==> src/rtl/cdb_bus_master.sv <==
// Central CDB grant arbiter: picks up to two requesters per cycle (aged first, then
// round-robin) and drives a registered select address/valid per CDB plus a grant vector.
module cdb_bus_master #(
  parameter int NUM_REQ   = 8,
  parameter int AGE_LIMIT = 15
) (
  input  logic               i_clk,
  input  logic               i_reset,
  input  logic [NUM_REQ-1:0] i_req,
  input  logic [1:0]         i_bus_stall,
  output logic [1:0][7:0]    o_select_addr,
  output logic [1:0]         o_select_valid,
  output logic [NUM_REQ-1:0] o_grant
);

  localparam int IDX_W = (NUM_REQ > 1) ? $clog2(NUM_REQ) : 1;
  localparam int AGE_W = $clog2(AGE_LIMIT + 1);

  typedef logic [IDX_W-1:0] idx_t;
  typedef logic [AGE_W-1:0] age_t;

  localparam age_t AGE_MAX = age_t'(AGE_LIMIT);

  function automatic idx_t wrap_idx(input idx_t base, input int off);
    return idx_t'((int'(base) + off) % NUM_REQ);
  endfunction

  function automatic idx_t inc_idx(input idx_t idx);
    return (idx == idx_t'(NUM_REQ - 1)) ? '0 : idx_t'(idx + 1'b1);
  endfunction

  idx_t               rr_ptr, rr_ptr_nxt;
  age_t               age_q [NUM_REQ];
  age_t               age_d [NUM_REQ];

  logic [NUM_REQ-1:0] eligible, aged, rr_cand, grant_d;
  logic               any_aged;
  idx_t               aged_idx;
  logic               rr_a_vld, rr_b_vld;
  idx_t               rr_a_idx, rr_b_idx;
  logic               pick_a_vld, pick_b_vld;
  idx_t               pick_a_idx, pick_b_idx;
  logic               grant_a, grant_b, bus_a;
  logic [1:0]         valid_d;
  logic [1:0][7:0]    addr_d;

  // The current grant vector doubles as the one-cycle mask.
  always_comb begin
    // NOTE: every signal assigned here gets a default first so no latch is inferred.
    eligible = i_req & ~o_grant;
    aged     = '0;
    for (int k = 0; k < NUM_REQ; k++) begin
      aged[k] = eligible[k] && (age_q[k] == AGE_MAX);
    end
    any_aged = |aged;
    aged_idx = '0;
    for (int k = NUM_REQ - 1; k >= 0; k--) begin
      if (aged[k]) aged_idx = idx_t'(k);
    end

    rr_cand = eligible;
    if (any_aged) rr_cand[aged_idx] = 1'b0;
    rr_a_vld = 1'b0;
    rr_b_vld = 1'b0;
    rr_a_idx = '0;
    rr_b_idx = '0;
    for (int i = 0; i < NUM_REQ; i++) begin
      if (rr_cand[wrap_idx(rr_ptr, i)]) begin
        if (!rr_a_vld) begin
          rr_a_vld = 1'b1;
          rr_a_idx = wrap_idx(rr_ptr, i);
        end else if (!rr_b_vld) begin
          rr_b_vld = 1'b1;
          rr_b_idx = wrap_idx(rr_ptr, i);
        end
      end
    end

    // An aged winner takes the first slot; the second slot is always round-robin.
    pick_a_vld = any_aged | rr_a_vld;
    pick_a_idx = any_aged ? aged_idx : rr_a_idx;
    pick_b_vld = any_aged ? rr_a_vld : rr_b_vld;
    pick_b_idx = any_aged ? rr_a_idx : rr_b_idx;

    grant_a = pick_a_vld && (i_bus_stall != 2'b11);
    bus_a   = i_bus_stall[0];
    grant_b = pick_b_vld && (i_bus_stall == 2'b00);

    valid_d = '0;
    addr_d  = o_select_addr;
    grant_d = '0;
    if (grant_a) begin
      valid_d[bus_a]   = 1'b1;
      addr_d[bus_a]    = 8'(pick_a_idx);
      grant_d[pick_a_idx] = 1'b1;
    end
    if (grant_b) begin
      valid_d[1]       = 1'b1;
      addr_d[1]        = 8'(pick_b_idx);
      grant_d[pick_b_idx] = 1'b1;
    end

    rr_ptr_nxt = rr_ptr;
    if (grant_b) rr_ptr_nxt = inc_idx(pick_b_idx);
    else if (grant_a && !any_aged) rr_ptr_nxt = inc_idx(pick_a_idx);

    for (int k = 0; k < NUM_REQ; k++) begin
      if (grant_d[k] || !i_req[k]) age_d[k] = '0;
      else if (o_grant[k] || (age_q[k] == AGE_MAX)) age_d[k] = age_q[k];
      else age_d[k] = age_t'(age_q[k] + 1'b1);
    end
  end

  always_ff @(posedge i_clk or posedge i_reset) begin
    if (i_reset) begin
      o_select_addr  <= '0;
      o_select_valid <= '0;
      o_grant        <= '0;
      rr_ptr         <= '0;
      // NOTE: the age array is reset too, since a stale age would pre-empt round-robin.
      for (int k = 0; k < NUM_REQ; k++) age_q[k] <= '0;
    end else begin
      // NOTE: non-blocking assignments keep every flop sampling pre-edge values.
      o_select_addr  <= addr_d;
      o_select_valid <= valid_d;
      o_grant        <= grant_d;
      rr_ptr         <= rr_ptr_nxt;
      for (int k = 0; k < NUM_REQ; k++) age_q[k] <= age_d[k];
    end
  end

endmodule
==> config.mk <==
export PLATFORM = sky130hd
export DESIGN_NAME = cdb_bus_master
export DESIGN_NICKNAME = d
export VERILOG_FILES = /design/src/rtl/cdb_bus_master.sv
export SDC_FILE = /design/constraint.sdc
export NUM_CORES = 1
export LEC_CHECK = 0
export BUFFER_PORTS_ARGS = -buffer_cell sky130_fd_sc_hd__buf_4
export CAP_MARGIN = 20
export CORE_MARGIN = 3
export CORE_UTILIZATION = 45
export CTS_BUF_LIST = sky130_fd_sc_hd__clkbuf_4
export DETAILED_ROUTE_END_ITERATION = 7
export PLACE_DENSITY = 0.63
export SLEW_MARGIN = 20
export SYNTH_ARGS = -nofsm -noshare
export SYNTH_HDL_FRONTEND = slang
export SYNTH_SLANG_ARGS = --single-unit
==> constraint.sdc <==
create_clock -name i_clk -period 4.94 [get_ports i_clk]
set_clock_uncertainty 0.15 [all_clocks]
set_input_delay 0.247 -clock i_clk [delete_from_list [all_inputs] [get_ports i_clk]]
set_output_delay 0.247 -clock i_clk [all_outputs]
set_load 0.005 [all_outputs]
==> results by group <==
Floorplan
  • Die Y: 109 µm
  • Initial core utilization: 0.474
  • Site row count: 36
  • Core Box Area: 10000 µm²
  • Area of the die: about 12000 µm²
  • Number of top-level pins: 38
  • Horizontal die dimension: 109 µm

Setup path
  • Category of the most critical setup path: reg2reg
  • Startpoint type of the worst setup path: flip-flop
  • Cell Chain, Critical Path: ha_2, nor2b_2, a211oi_2, o21a_2, a21oi_1, mux4_2, a21oi_4, clkinv_4, buf_12, xnor2_2, a32o_1, a22oi_1, o221ai_1, a31oi_2, buf_4, o21bai_4, o311ai_4, a21oi_1
  • Worst Setup End Kind: flip-flop
  • Data required time of the critical path: between 5 and 6 ns
  • CP max stage delay: approximately 0.53 ns
  • Library cell contributing the largest single delay on the critical path: sky130_fd_sc_hd__mux4_2
  • Maximum net fanout on the critical path: 8
  • Crit-path most repeated cell: sky130_fd_sc_hd__a21oi_1
  • Worst Path Arrival: ~4.9 ns

Yosys
  • Synth Flop Type: sky130_fd_sc_hd__dfrtp_1
  • Synthesis warning total: 0
  • Post-synthesis average cell area: approximately 8.9 µm²
  • Synthesized instance count: 537
  • Count of unique library cells instantiated by Yosys: between 100 and 150
  • Share of synthesized area occupied by flip-flops and latches: 0.268
  • Mapped cell area: roughly 4800 µm²
  • Share of synthesized registers carrying an async set or reset: 1.00
  • Post-synth EDFFs: 0
  • Number of storage elements in the synthesis netlist: slightly above 50

Final layout
  • Final non-filler cell area: 5730 µm²
  • Synthesis-to-layout area growth: 20.3%
  • Post-layout util: 0.571
  • Fillcell total: approximately 900
  • Number of diodes added for antenna fixing: 0
  • Nets: approximately 650
  • Footprint of the multi-input gates: ~3400 µm²
  • Sequential cell area in the final layout: around 1300 µm²
  • Share of cells above drive strength 1: 0.283

Placement
  • Final weighted congestion in routability-driven placement: just under 1
  • DPL Wire Length: ~11 mm
  • # port buffers: 27
  • Instance area at placement: roughly 5300 µm²
  • Setup slack after placement: 0.00464 ns

Timing
  • Number of hold violations in the final report: 0
  • Final setup violation count: 0
  • Max Freq: 209 MHz
  • Max transition margin: 0.414
  • Slew Viols, Final: 0
  • Final hold slack: 0.0286 ns
  • Final WS setup: 0.160 ns
  • Crit share post-route: 0.968
  • Measured slew at the worst slew-check pin: between 0.8 and 0.9 ns
  • Clock period minus worst slack: 4.78 ns

Global route
  • Vias in the first global route: about 4400
  • Antenna violations before repair: 0
  • Wire length of the first global-routing pass: about 23 mm
  • Sum of overflow across all layers after global routing: 0
  • Global-route usage over all layers: 0.249
  • Maximum number of pins on one net before global-route repair: 52

Drt
  • DRC violation count after routing: 0
  • Count of TritonRoute iterations in the first routing pass: 5
  • Remaining antenna violation count after routing: 0
  • Total number of vias: about 4700
  • Routed wire length: between 10 and 15 mm
  • DR iter-0 viols: 448
  • Vias/cell: roughly 6.2
  • WL/cell: ~19 µm

Clock network
  • Clock transition at the registers of the reported paths: approximately 0.15 ns
  • Clock buffers created by TritonCTS: 5
  • TritonCTS clock tree: done
  • Buffers from clock root to sink, at most: 2
  • Later-pin clock latency in the skew report: roughly 0.38 ns
  • Count of H-tree levels built during CTS: 2
  • Count of clock tree sinks: just over 50
  • Clock Tree Root: sky130_fd_sc_hd__clkbuf_4

Worst hold path
  • Hold crit path type: in2reg

Flow run
  • Max-cap violation count: 0

Status
  • Run status: finished clean
==> cells in the final DEF, fill, tap and decap left out, drive strengths merged, types with 12 or more instances in the layout <==
cell type	Yosys	final
nand2	34	34
o211ai	12	12
ha	14	14
a21oi	28	28
inv	14	12
xnor2	14	14
nor3	13	13
xor2	14	14
nor2	63	63
nand4	19	19
o21ai	33	33
buf	18	89
nand3	17	17
dfrtp	51	51
==> Yosys cell counts (6+ instances only) <==
library cell                number  area (µm²)
sky130_fd_sc_hd__nand3_1        17        85.1
sky130_fd_sc_hd__o2111ai_1       6        52.6
sky130_fd_sc_hd__nand2_1        34         128
sky130_fd_sc_hd__clkbuf_1       10        37.5
sky130_fd_sc_hd__inv_1          12        45.0
sky130_fd_sc_hd__a31oi_1         8        50.1
sky130_fd_sc_hd__nor2_1         60         225
sky130_fd_sc_hd__nand2b_1        8        50.1
sky130_fd_sc_hd__dfrtp_1        51        1280
sky130_fd_sc_hd__ha_1           14         175
sky130_fd_sc_hd__a21oi_1        26         130
sky130_fd_sc_hd__nor4_1          7        43.8
sky130_fd_sc_hd__xor2_1         14         123
sky130_fd_sc_hd__o31ai_1         7        52.6
sky130_fd_sc_hd__o211ai_1        9        67.6
sky130_fd_sc_hd__nand4_1        18         113
sky130_fd_sc_hd__nor3_1         13        65.1
sky130_fd_sc_hd__mux2i_1         7        70.1
sky130_fd_sc_hd__o21ai_1         6        30.0
sky130_fd_sc_hd__o21ai_0        25         125
sky130_fd_sc_hd__nor2b_1         9        56.3
sky130_fd_sc_hd__xnor2_1        13         114
sky130_fd_sc_hd__buf_4          12        90.1
sky130_fd_sc_hd__and3_1          9        56.3
==> per-layer routing <==
metal  routed length, µm  global-route usage
met5                   0                   0
met4                 502              0.0875
met3                 902              0.0308
met2                6750               0.394
met1                6340               0.349
==> registers in the layout, summed over array words and instances (netlist names) <==
register,count
o_select_valid,2
rr_ptr,3
o_select_addr,6
age_q,32
o_grant,8
==> per-stage QoR <==
stage | cells | TNS [ns]
after floorplan | 546 | 0
after global placement | 720 | 0
after detailed placement | 720 | 0
after CTS | 733 | 0
after global routing | 756 | -0.623
final | 756 | 0
==> area by class of cell <==
cell class                 instances  share of cell area
clock inverter                     2             0.00218
inverter                          15              0.0114
multi-input combinational        452               0.594
timing repair buffer              97               0.133
sequential                        51               0.223
tap                              133              0.0290
clock buffer                       6             0.00786
==> final timing paths <==
kind                                endpoint  slack, ns  depth (start not counted)              from
setup / recovery                   age_q[21]       0.16                         18          age_q[4]
hold / removal             o_select_valid[1]       0.03                          4    i_bus_stall[1]
setup reg to reg                   age_q[21]       0.16                         18          age_q[4]
hold reg to reg             o_select_addr[1]       0.40                          1  o_select_addr[1]
max in group asynchronous   o_select_addr[2]       3.70                          3           i_reset
min in group asynchronous          age_q[18]       0.42                          3           i_reset
==> worst max-delay path, delay by kind of cell, from the launching register on <==
family	cells	cell delay (ns)
AOI/OAI and AO/OA	11	2.53
xor gates and xnor gates	1	0.16
adders and majority gates	1	0.20
buffers and inverters	3	0.46
DFF	1	0.44
muxes	1	0.53
and+or+nand+nor	1	0.18
==> kinds of logic (layout without fill, tap and decap cells) <==
family	Yosys count	in the layout	share of synthesized area
flops	51	51	0.268
fa+ha+maj	15	15	0.0389
mux	13	13	0.0336
xor+xnor	28	28	0.0530
simple gates	204	204	0.227
buf+inv	43	120	0.0496
compound gates	182	182	0.329
other cells	1	10	0.000787
==> what timing repair did <==
item | 4_1_cts | 5_1_grt
endpoints found under the setup margin | 1 | 40
hold buffers | 5 | 3
pin swaps | 0 | 11
resized for setup | 1 | 28
setup buffers | 0 | 20
hold endpoints to repair | 15 | 53
Power is left out: the tool's default activity adds up to more than one toggle a clock period on the data nets, which glitch-free logic cannot reach.
